### src/rtl/pc_sequencer_if.sv
// Bus between the main control FSM and the program-counter sequencer.
// The control FSM (master) presents an instruction's opcode and fields and
// pulses pc_update; the sequencer (slave) reports the PC, the commit
// source, the stack depth and the sticky fault.
interface pc_sequencer_if #(
    parameter int PC_WIDTH     = 16,
    parameter int OFFSET_WIDTH = 8,
    parameter int JUMP_WIDTH   = 12,
    parameter int STACK_DEPTH  = 8
);
    localparam int CW = $clog2(STACK_DEPTH + 1);

    // Handshake: pc_update is a single-cycle commit strobe with no ready
    // path back. Opcode and operand fields are sampled only on the rising
    // edge where pc_update=1, and the committed PC is visible one cycle
    // later. flag_we is independent of pc_update. It loads the flag
    // register on any edge. When it coincides with pc_update, the incoming
    // flags also steer that commit's branch decision.
    logic [3:0]              opcode;
    logic [OFFSET_WIDTH-1:0] branch_off;
    logic [JUMP_WIDTH-1:0]   jump_tgt;
    logic                    alu_zero;
    logic                    alu_neg;
    logic                    flag_we;
    logic                    pc_update;

    logic [PC_WIDTH-1:0]     pc;
    logic [1:0]              pc_src;
    logic                    branch_taken;
    logic [CW-1:0]           stack_count;
    logic                    fault;
    logic [1:0]              fault_code;
    logic                    state_dbg;     // 0 RUN, 1 FAULT

    modport master (
        output opcode, branch_off, jump_tgt, alu_zero, alu_neg, flag_we, pc_update,
        input  pc, pc_src, branch_taken, stack_count, fault, fault_code, state_dbg
    );

    modport slave (
        input  opcode, branch_off, jump_tgt, alu_zero, alu_neg, flag_we, pc_update,
        output pc, pc_src, branch_taken, stack_count, fault, fault_code, state_dbg
    );
endinterface

### src/rtl/pc_sequencer.sv
// Program-counter sequencer for the multi-cycle RISC core.
// It holds the PC, the condition flags and a return-address stack. On each
// commit strobe it chooses the next PC: sequential, a taken branch, a jump
// or call, or a return. A stack overflow or underflow locks the unit in
// FAULT until reset.
module pc_sequencer #(
    parameter int PC_WIDTH     = 16,
    parameter int OFFSET_WIDTH = 8,
    parameter int JUMP_WIDTH   = 12,
    parameter int STACK_DEPTH  = 8
) (
    input logic            clk,
    input logic            rst_n,
    pc_sequencer_if.slave  bus
);
    localparam int CW = $clog2(STACK_DEPTH + 1);
    localparam int AW = (STACK_DEPTH > 1) ? $clog2(STACK_DEPTH) : 1;

    localparam logic [3:0] OP_BGT  = 4'b1000;
    localparam logic [3:0] OP_BLT  = 4'b1001;
    localparam logic [3:0] OP_BEQ  = 4'b1010;
    localparam logic [3:0] OP_BNE  = 4'b1011;
    localparam logic [3:0] OP_JMP  = 4'b1100;
    localparam logic [3:0] OP_CALL = 4'b1101;
    localparam logic [3:0] OP_RET  = 4'b1110;

    localparam logic [1:0] SRC_SEQ = 2'd0;
    localparam logic [1:0] SRC_JMP = 2'd1;
    localparam logic [1:0] SRC_BR  = 2'd2;
    localparam logic [1:0] SRC_RET = 2'd3;

    localparam logic [1:0] FC_NONE  = 2'd0;
    localparam logic [1:0] FC_OVER  = 2'd1;
    localparam logic [1:0] FC_UNDER = 2'd2;

    typedef enum logic {
        ST_RUN   = 1'b0,
        ST_FAULT = 1'b1
    } state_t;

    state_t                state_q, state_nx;
    logic [PC_WIDTH-1:0]   pc_q, pc_nx;
    logic [1:0]            src_q, src_nx;
    logic                  taken_q, taken_nx;
    logic [CW-1:0]         count_q, count_nx;
    logic                  fault_q, fault_nx;
    logic [1:0]            code_q, code_nx;
    logic                  flag_z_q, flag_n_q;

    logic [PC_WIDTH-1:0]   stack_mem [STACK_DEPTH];
    logic                  push_en;
    logic [AW-1:0]         wr_idx;
    logic [AW-1:0]         top_idx;

    logic [PC_WIDTH-1:0]   off_ext;
    logic [PC_WIDTH-1:0]   pc_seq;
    logic [PC_WIDTH-1:0]   pc_br;
    logic [PC_WIDTH-1:0]   pc_jmp;
    logic                  eff_z, eff_n;
    logic                  cond_true;
    logic                  stack_full;
    logic                  stack_empty;

    // The branch offset is signed and is widened to PC width. Addition then
    // wraps modulo 2^PC_WIDTH.
    generate
        if (OFFSET_WIDTH < PC_WIDTH) begin : g_off_ext
            assign off_ext = {{(PC_WIDTH - OFFSET_WIDTH){bus.branch_off[OFFSET_WIDTH-1]}},
                              bus.branch_off};
        end else begin : g_off_trunc
            assign off_ext = bus.branch_off[PC_WIDTH-1:0];
        end
    endgenerate

    // A jump keeps the current page (the PC high bits) unless the field
    // covers the whole PC.
    generate
        if (JUMP_WIDTH < PC_WIDTH) begin : g_jmp_page
            assign pc_jmp = {pc_q[PC_WIDTH-1:JUMP_WIDTH], bus.jump_tgt};
        end else begin : g_jmp_full
            assign pc_jmp = bus.jump_tgt[PC_WIDTH-1:0];
        end
    endgenerate

    assign pc_seq      = pc_q + PC_WIDTH'(1);
    assign pc_br       = pc_q + off_ext;
    assign stack_full  = (count_q == CW'(STACK_DEPTH));
    assign stack_empty = (count_q == '0);
    assign wr_idx      = AW'(count_q);
    assign top_idx     = AW'(count_q - CW'(1));

    // The incoming ALU flags bypass the flag register when they arrive in
    // the same cycle as the commit.
    assign eff_z = bus.flag_we ? bus.alu_zero : flag_z_q;
    assign eff_n = bus.flag_we ? bus.alu_neg  : flag_n_q;

    // Branch condition for the current opcode; 0 for non-branch opcodes.
    always_comb begin
        cond_true = 1'b0;
        case (bus.opcode)
            OP_BGT:  cond_true = !eff_z && !eff_n;
            OP_BLT:  cond_true = eff_n;
            OP_BEQ:  cond_true = eff_z;
            OP_BNE:  cond_true = !eff_z;
            default: cond_true = 1'b0;
        endcase
    end

    // Next-state and commit decision: everything holds unless RUN sees a
    // commit strobe. branch_taken clears itself every cycle.
    always_comb begin
        state_nx = state_q;
        pc_nx    = pc_q;
        src_nx   = src_q;
        taken_nx = 1'b0;
        count_nx = count_q;
        fault_nx = fault_q;
        code_nx  = code_q;
        push_en  = 1'b0;

        if (state_q == ST_RUN && bus.pc_update) begin
            case (bus.opcode)
                OP_BGT, OP_BLT, OP_BEQ, OP_BNE: begin
                    if (cond_true) begin
                        pc_nx    = pc_br;
                        src_nx   = SRC_BR;
                        taken_nx = 1'b1;
                    end else begin
                        pc_nx  = pc_seq;
                        src_nx = SRC_SEQ;
                    end
                end
                OP_JMP: begin
                    pc_nx  = pc_jmp;
                    src_nx = SRC_JMP;
                end
                OP_CALL: begin
                    if (stack_full) begin
                        state_nx = ST_FAULT;
                        fault_nx = 1'b1;
                        code_nx  = FC_OVER;
                    end else begin
                        push_en  = 1'b1;
                        pc_nx    = pc_jmp;
                        src_nx   = SRC_JMP;
                        count_nx = count_q + CW'(1);
                    end
                end
                OP_RET: begin
                    if (stack_empty) begin
                        state_nx = ST_FAULT;
                        fault_nx = 1'b1;
                        code_nx  = FC_UNDER;
                    end else begin
                        pc_nx    = stack_mem[top_idx];
                        src_nx   = SRC_RET;
                        count_nx = count_q - CW'(1);
                    end
                end
                default: begin
                    pc_nx  = pc_seq;
                    src_nx = SRC_SEQ;
                end
            endcase
        end
    end

    // State, PC and status registers; reset wins over a same-cycle commit.
    always_ff @(posedge clk or negedge rst_n) begin
        if (!rst_n) begin
            state_q <= ST_RUN;
            pc_q    <= '0;
            src_q   <= SRC_SEQ;
            taken_q <= 1'b0;
            count_q <= '0;
            fault_q <= 1'b0;
            code_q  <= FC_NONE;
        end else begin
            state_q <= state_nx;
            pc_q    <= pc_nx;
            src_q   <= src_nx;
            taken_q <= taken_nx;
            count_q <= count_nx;
            fault_q <= fault_nx;
            code_q  <= code_nx;
        end
    end

    // The flag register tracks the ALU whenever flag_we is high, even in FAULT.
    always_ff @(posedge clk or negedge rst_n) begin
        if (!rst_n) begin
            flag_z_q <= 1'b0;
            flag_n_q <= 1'b0;
        end else if (bus.flag_we) begin
            flag_z_q <= bus.alu_zero;
            flag_n_q <= bus.alu_neg;
        end
    end

    // Return-address storage: a CALL pushes the address after the call.
    // Contents are not reset, because stack_count alone defines validity.
    always_ff @(posedge clk) begin
        if (push_en) begin
            stack_mem[wr_idx] <= pc_seq;
        end
    end

    assign bus.pc           = pc_q;
    assign bus.pc_src       = src_q;
    assign bus.branch_taken = taken_q;
    assign bus.stack_count  = count_q;
    assign bus.fault        = fault_q;
    assign bus.fault_code   = code_q;
    assign bus.state_dbg    = state_q;
endmodule

### src/flat_wrapper.sv
// flat-port wrapper written by rule: the top's interface ports become plain ports
module pc_sequencer_flat 
#(
    parameter int PC_WIDTH     = 16,
    parameter int OFFSET_WIDTH = 8,
    parameter int JUMP_WIDTH   = 12,
    parameter int STACK_DEPTH  = 8
)
  (clk, rst_n, bus_opcode, bus_branch_off, bus_jump_tgt, bus_alu_zero, bus_alu_neg, bus_flag_we, bus_pc_update, bus_pc, bus_pc_src, bus_branch_taken, bus_stack_count, bus_fault, bus_fault_code, bus_state_dbg);
  pc_sequencer_if #(.PC_WIDTH(PC_WIDTH), .OFFSET_WIDTH(OFFSET_WIDTH), .JUMP_WIDTH(JUMP_WIDTH), .STACK_DEPTH(STACK_DEPTH)) bus_i ();
  input logic clk;
  input logic rst_n;
  input wire logic [$bits(bus_i.opcode)-1:0] bus_opcode;
  input wire logic [$bits(bus_i.branch_off)-1:0] bus_branch_off;
  input wire logic [$bits(bus_i.jump_tgt)-1:0] bus_jump_tgt;
  input wire logic [$bits(bus_i.alu_zero)-1:0] bus_alu_zero;
  input wire logic [$bits(bus_i.alu_neg)-1:0] bus_alu_neg;
  input wire logic [$bits(bus_i.flag_we)-1:0] bus_flag_we;
  input wire logic [$bits(bus_i.pc_update)-1:0] bus_pc_update;
  output wire logic [$bits(bus_i.pc)-1:0] bus_pc;
  output wire logic [$bits(bus_i.pc_src)-1:0] bus_pc_src;
  output wire logic [$bits(bus_i.branch_taken)-1:0] bus_branch_taken;
  output wire logic [$bits(bus_i.stack_count)-1:0] bus_stack_count;
  output wire logic [$bits(bus_i.fault)-1:0] bus_fault;
  output wire logic [$bits(bus_i.fault_code)-1:0] bus_fault_code;
  output wire logic [$bits(bus_i.state_dbg)-1:0] bus_state_dbg;
  assign bus_i.opcode = bus_opcode;
  assign bus_i.branch_off = bus_branch_off;
  assign bus_i.jump_tgt = bus_jump_tgt;
  assign bus_i.alu_zero = bus_alu_zero;
  assign bus_i.alu_neg = bus_alu_neg;
  assign bus_i.flag_we = bus_flag_we;
  assign bus_i.pc_update = bus_pc_update;
  assign bus_pc = bus_i.pc;
  assign bus_pc_src = bus_i.pc_src;
  assign bus_branch_taken = bus_i.branch_taken;
  assign bus_stack_count = bus_i.stack_count;
  assign bus_fault = bus_i.fault;
  assign bus_fault_code = bus_i.fault_code;
  assign bus_state_dbg = bus_i.state_dbg;
  pc_sequencer #(.PC_WIDTH(PC_WIDTH), .OFFSET_WIDTH(OFFSET_WIDTH), .JUMP_WIDTH(JUMP_WIDTH), .STACK_DEPTH(STACK_DEPTH)) u_core (.clk(clk), .rst_n(rst_n), .bus(bus_i));
endmodule
### config.mk
export PLATFORM = sky130hd
export DESIGN_NAME = pc_sequencer_flat
export DESIGN_NICKNAME = d
export VERILOG_FILES = /design/src/rtl/pc_sequencer_if.sv /design/src/rtl/pc_sequencer.sv /design/src/flat_wrapper.sv
export SDC_FILE = /design/constraint.sdc
export NUM_CORES = 1
export LEC_CHECK = 0
export CORE_AREA = 2 2 164 150
export CTS_CLUSTER_SIZE = 16
export DETAILED_ROUTE_END_ITERATION = 16
export DIE_AREA = 0 0 166 152
export SKIP_LAST_GASP = 1
export SLEW_MARGIN = 20
export SYNTH_ARGS = -nofsm -noshare
export SYNTH_HDL_FRONTEND = slang
export SYNTH_SLANG_ARGS = --single-unit
### constraint.sdc
create_clock -name clk -period 8.35 [get_ports clk]
set_clock_uncertainty 0.15 [all_clocks]
set_input_delay 1.2525 -clock clk [delete_from_list [all_inputs] [get_ports clk]]
set_output_delay 1.2525 -clock clk [all_outputs]
set_load 0.02 [all_outputs]
* Word-level counts from Yosys, hierarchy flattened
Memories as Yosys holds them, arrays and structs flattened.
Cells that the tools add are included.
** Operators by class
- Reduce and logical (&&, ||, !) cells :: 11
- $add $sub $neg :: 4
- Eq/ne operators :: 12
- Mux-type cells :: 28
- Bitwise logic cells :: 3
** Operator list (number)
- $pmux W16 S4 :: 1
- $eq A4 B4 Y1 const B :: 8
- $mux W16 :: 2
- $add A16 B1 Y16 const B :: 1
- $add A16 B16 Y16 :: 1
- $mux W1 :: 12
- $mux W12 :: 1
- $reduce_and A4 Y1 :: 3
- $mux W2 :: 5
- $mux W4 :: 2
- $pmux W2 S4 :: 1
- $pmux W4 S2 :: 1
- $add A4 B1 Y4 const B :: 1
- $logic_not A4 Y1 :: 1
- $ne A2 B1 Y1 const B :: 2
- $ne A2 B2 Y1 const B :: 2
- $pmux W1 S4 :: 1
- $pmux W2 S2 :: 1
- $reduce_or A4 Y1 :: 1
- $sub A4 B1 Y4 const B :: 1
- $not A1 Y1 :: 3
- $reduce_and A3 Y1 :: 1
- $logic_and A1 B1 Y1 :: 2
- $logic_not A1 Y1 :: 2
- other kinds (2) :: 2
** Word-level totals
- Output and inout bits :: 27
- Memories :: 1
- Bits in writable memories :: 128
- Bits in registers :: 28
- Word-level logic and storage cells :: 68
- Input bits :: 30
** Memories
- u_core.stack_mem :: depth 8, width 16, rd ports 1, clocked after memory_dff 0, write ports 1, RTL line pc_sequencer.sv:50 : logic [PC_WIDTH-1:0] stack_mem [STACK_DEPTH];

* Logic depth before layout (Yosys ltp)
- Depth after elaboration :: 7
- Gate-level depth with buffers :: 12
- Gate-level depth less buffers :: 10

* Least setup slack after synthesis
OpenSTA, ideal clock, no wires.
- Path kind :: input to register
- Start :: in bus_opcode[2]
- End :: mem u_core.stack_mem[1][0], enable pin
- Stages :: 6
- Arrival time :: 3412 ps
- Required time :: 7791 ps
- Setup time :: 409 ps
- Path slack :: 4378 ps
- Cell sequence :: clkbuf_1 -> and3b_1 -> nand2_1 -> nor2_1 -> nand3_1 -> nor3_1
** On the way
- Cells in the longest elaborated chain, start to end :: 5
** Ends and longest elaborated chain
- from (decl) :: RTL line flat_wrapper.sv:13 : input wire logic [$bits(bus_i.opcode)-1:0] bus_opcode;
- $eq A4 B4 Y1 :: RTL line pc_sequencer.sv:122 : case (bus.opcode)
- $mux W1 :: RTL line pc_sequencer.sv:122
- $mux W1 :: RTL line pc_sequencer.sv:121 : if (state_q == ST_RUN && bus.pc_update) begin
- $mux W1 :: RTL line pc_sequencer.sv:203 : if (push_en) begin
- $mux W1 (implied by the code) :: RTL line pc_sequencer.sv:204 : stack_mem[wr_idx] <= pc_seq;
- to (decl) :: RTL line pc_sequencer.sv:50
No other way between the ends.

* Final worst setup path
- Start :: in bus_opcode[1]
- End :: mem u_core.stack_mem[7][0], enable pin
The elaborated chain is that of the path after synthesis.

==> flow_summary.yaml <==
clock_network:
  clkTransAtPathRegs_ns: 0.07
  post_cts_buffers: 0
  cts_made_buffers: 17
  cts.sinks: 156
  hold_buffers: 0
  clkLatencyLatePin_ns: 0.42
  cts_resized: 0
  cts_tree: "done"
  root_buffer: "clkbuf_16"
  clock_path_buffers: 2
  htreeDepth: 4
global_route:
  track_usage_pct: 14.9
  first_global_vias: 4998
  antenna_found_initial: 1
  overflow: 0
  grt_pass1_wl_um: 28900
  grt_max_degree: 39
setup_path:
  crit_chain: "clkdlybuf4s50_1, and3b_1, nand2_1, nor2_1, nand3_1, nor2_1, buf_4"
  cp_max_fo: 16
  slowest_delay_ns: 0.82
  crit_slowest_cell: "and3b_1"
  setup.worst_path.start_class: "input pin"
  cp_data_arrival_time_ns: 3.99
  cp_common_cell: "nor2_1"
  crit_family: "simple AND/OR/NAND/NOR gates"
  crit_buf_inv: 2
  crit_required_ns: 8.31
  reg2reg_setup_slack_ns: 4.81
  critPathKind: "in -> reg"
  crit_path_end_kind: "register"
placement:
  dpl_cell_area_um2: 8520
  io_buffers: 56
  post-dp-hpwl_um: 13300
  place_congestion: 0.864
  place_ws_ns: 3.95
logic_synthesis:
  synth.avg_cell_area_um2: 14.0
  syn-num-nets: 593
  netlist_area_um2: 7640
  syn_inst: 544
  synth-main-ff-cell: "edfxtp_1"
  ys_warn_count: 0
  async_flop_share_pct: 17.9
  ys_types: 71
  synth_seq_cells: 156
  synth-edff-count: 128
  seq_area_frac_synth_pct: 59.5
final_layout:
  drive_above_1_share_pct: 15.1
  post-route-cell-area_um2: 9110
  diodes: 0
  final_cell_mix: "128 x edfxtp_1, 56 x clkdlybuf4s50_1, 40 x nor2_1"
  fin_nets: 653
  layout_commonest_cell: "edfxtp_1"
  syn2layout_area_growth_pct: 19.3
route:
  vias_per_cell: 5.38
  ant_nets: 0
  drt_first_pass_iters: 5
  wl_um: 18600
  route.detailed.drc: 0
  wl_per_cell_um: 20.1
  num_vias: 4980
  dr.first_iter.drc_count: 415
power:
  pwr_density_cell_nw_per_um2: 329
  swShare_pct: 37.2
  power.internal_mw: 1.89
  p_sw_mw: 1.12
  clkPwrFrac_pct: 25.2
  combPwrFrac_pct: 37.7
  leakage_nw: 3.10
  seq_power_share_pct: 37.1
  vdd_ir_drop_max_mv: 0.159
sta:
  post-route-period-util_pct: 48.3
  worst_slack_ns: 4.32
  hold_viol: 0
  setup_tns_ns: 0
  holdWs_ns: 0.360
  slew_violations: 0
  rsz0062_at_grt: "no"
  slew_headroom_pct: 30.4
  final.min_clock_period_ns: 4.03
  fmax_ghz: 0.248
  worst_slew_pin_slew_ns: 1.04
  finalSetupViolations: 0
floorplanning:
  rows: 54
  initial_utilization_pct: 32.2
  die-area_um2: 25200
  io_pins: 57
  core_um2: 23700
  die-height_um: 152
  die_w_um: 166
min_path:
  holdCritPathClass: "reg -> reg"
run:
  maxCapViolations: 0
run_status:
  status: "completed"
-- through the flow --
step	power [mW]	instances	utilization (%)
finish	3.00	925	38.4
global route	3.16	925	38.4
CTS	3.02	925	38.4
detailed placement	2.26	893	35.9
global placement	2.24	893	35.9
floorplan	1.88	544	-
-- power groups by stage --
stage | combinational (mW) | clock (mW) | sequential, mW
after floorplan | 0.739 | 0 | 1.14
after global placement | 1.11 | 0 | 1.12
after detailed placement | 1.13 | 0 | 1.13
after CTS | 1.14 | 0.769 | 1.11
after global routing | 1.23 | 0.804 | 1.13
final | 1.13 | 0.756 | 1.11
-- worst min-delay path, cell delays in order (launching register included) --
cell	delay [ns]
dfrtp_1	0.37
nand2_1	0.05
o21ai_0	0.06
-- kinds of logic after synthesis --
group           count (synthesis)  synth area share, %
simple gates                  148                 9.94
buf+inv                        39                 2.83
xor+xnor                       30                 3.44
fa+ha+maj                      19                 3.21
flops                         156                 59.5
mux                            35                 9.88
compound gates                117                 11.2
-- metal layers --
layer | share of wire [%] | vias up | track usage (%) | wire length (um)
li1 | - | 2268 | - | -
met1 | 43 | 2475 | 19.9 | 8080
met2 | 47 | 207 | 22.9 | 8690
met3 | 7.5 | 28 | 4.82 | 1390
met4 | 2.5 | 2 | 5.63 | 457
met5 | 0.070 | - | 0 | 13
-- sequential cells by signal, summed over array words and instances, names as in the netlist --
signal	count
u_core.stack_mem	128
u_core.bus.pc	16
u_core.bus.stack_count	4
u_core.bus.fault_code	2
u_core.bus.pc_src	2
u_core.bus.branch_taken	1
u_core.bus.fault	1
u_core.flag_n_q	1
u_core.flag_z_q	1
-- final cells by class --
class / instances / area (um^2)
clock inverter: 15 / 173
inverter: 12 / 47.5
clock buffer: 17 / 425
tap: 308 / 385
multi-input combinational: 349 / 2890
fill: 2163 / 14600
timing repair buffer: 68 / 651
sequential: 156 / 4550
-- final timing paths --
path                            depth (start not counted)                        end                 startpoint
worst min-delay path                                    2   u_core.bus.fault_code[1]   u_core.bus.fault_code[1]
min in group asynchronous                               2            u_core.flag_n_q                      rst_n
max in group asynchronous                               2  u_core.bus.stack_count[0]                      rst_n
worst max-delay path                                    7     u_core.stack_mem[7][0]              bus_opcode[1]
worst min register to register                          2   u_core.bus.fault_code[1]   u_core.bus.fault_code[1]
worst max register to register                          9           u_core.bus.pc[7]  u_core.bus.stack_count[0]
-- cells in the mapped netlist, types with 3 or more instances --
| cell | n | share of area (%) |
|---|---|---|
| nand2_1 | 36 | 1.8 |
| o21ai_0 | 12 | 0.79 |
| nor2_1 | 40 | 2.0 |
| a22o_1 | 13 | 1.5 |
| xnor2_1 | 14 | 1.6 |
| a22oi_1 | 7 | 0.69 |
| buf_2 | 10 | 0.66 |
| a21oi_1 | 27 | 1.8 |
| and4_1 | 4 | 0.46 |
| nand3_1 | 17 | 1.1 |
| clkbuf_1 | 8 | 0.39 |
| buf_4 | 3 | 0.29 |
| nor3_1 | 3 | 0.20 |
| or3_1 | 3 | 0.25 |
| ha_1 | 18 | 2.9 |
| dfrtp_1 | 28 | 9.2 |
| a221oi_1 | 6 | 0.69 |
| a31oi_1 | 9 | 0.74 |
| edfxtp_1 | 128 | 50 |
| nand4_1 | 8 | 0.66 |
| mux4_2 | 32 | 9.4 |
| xor2_1 | 16 | 1.8 |
| nor2b_1 | 7 | 0.57 |
| a21o_1 | 8 | 0.79 |
| buf_6 | 4 | 0.59 |
| nand4b_1 | 3 | 0.34 |
| nand2b_1 | 9 | 0.74 |
| inv_1 | 10 | 0.49 |
| o21bai_1 | 3 | 0.29 |
| o211ai_1 | 5 | 0.49 |
No activity file was read; power rests on OpenSTA's default activity.
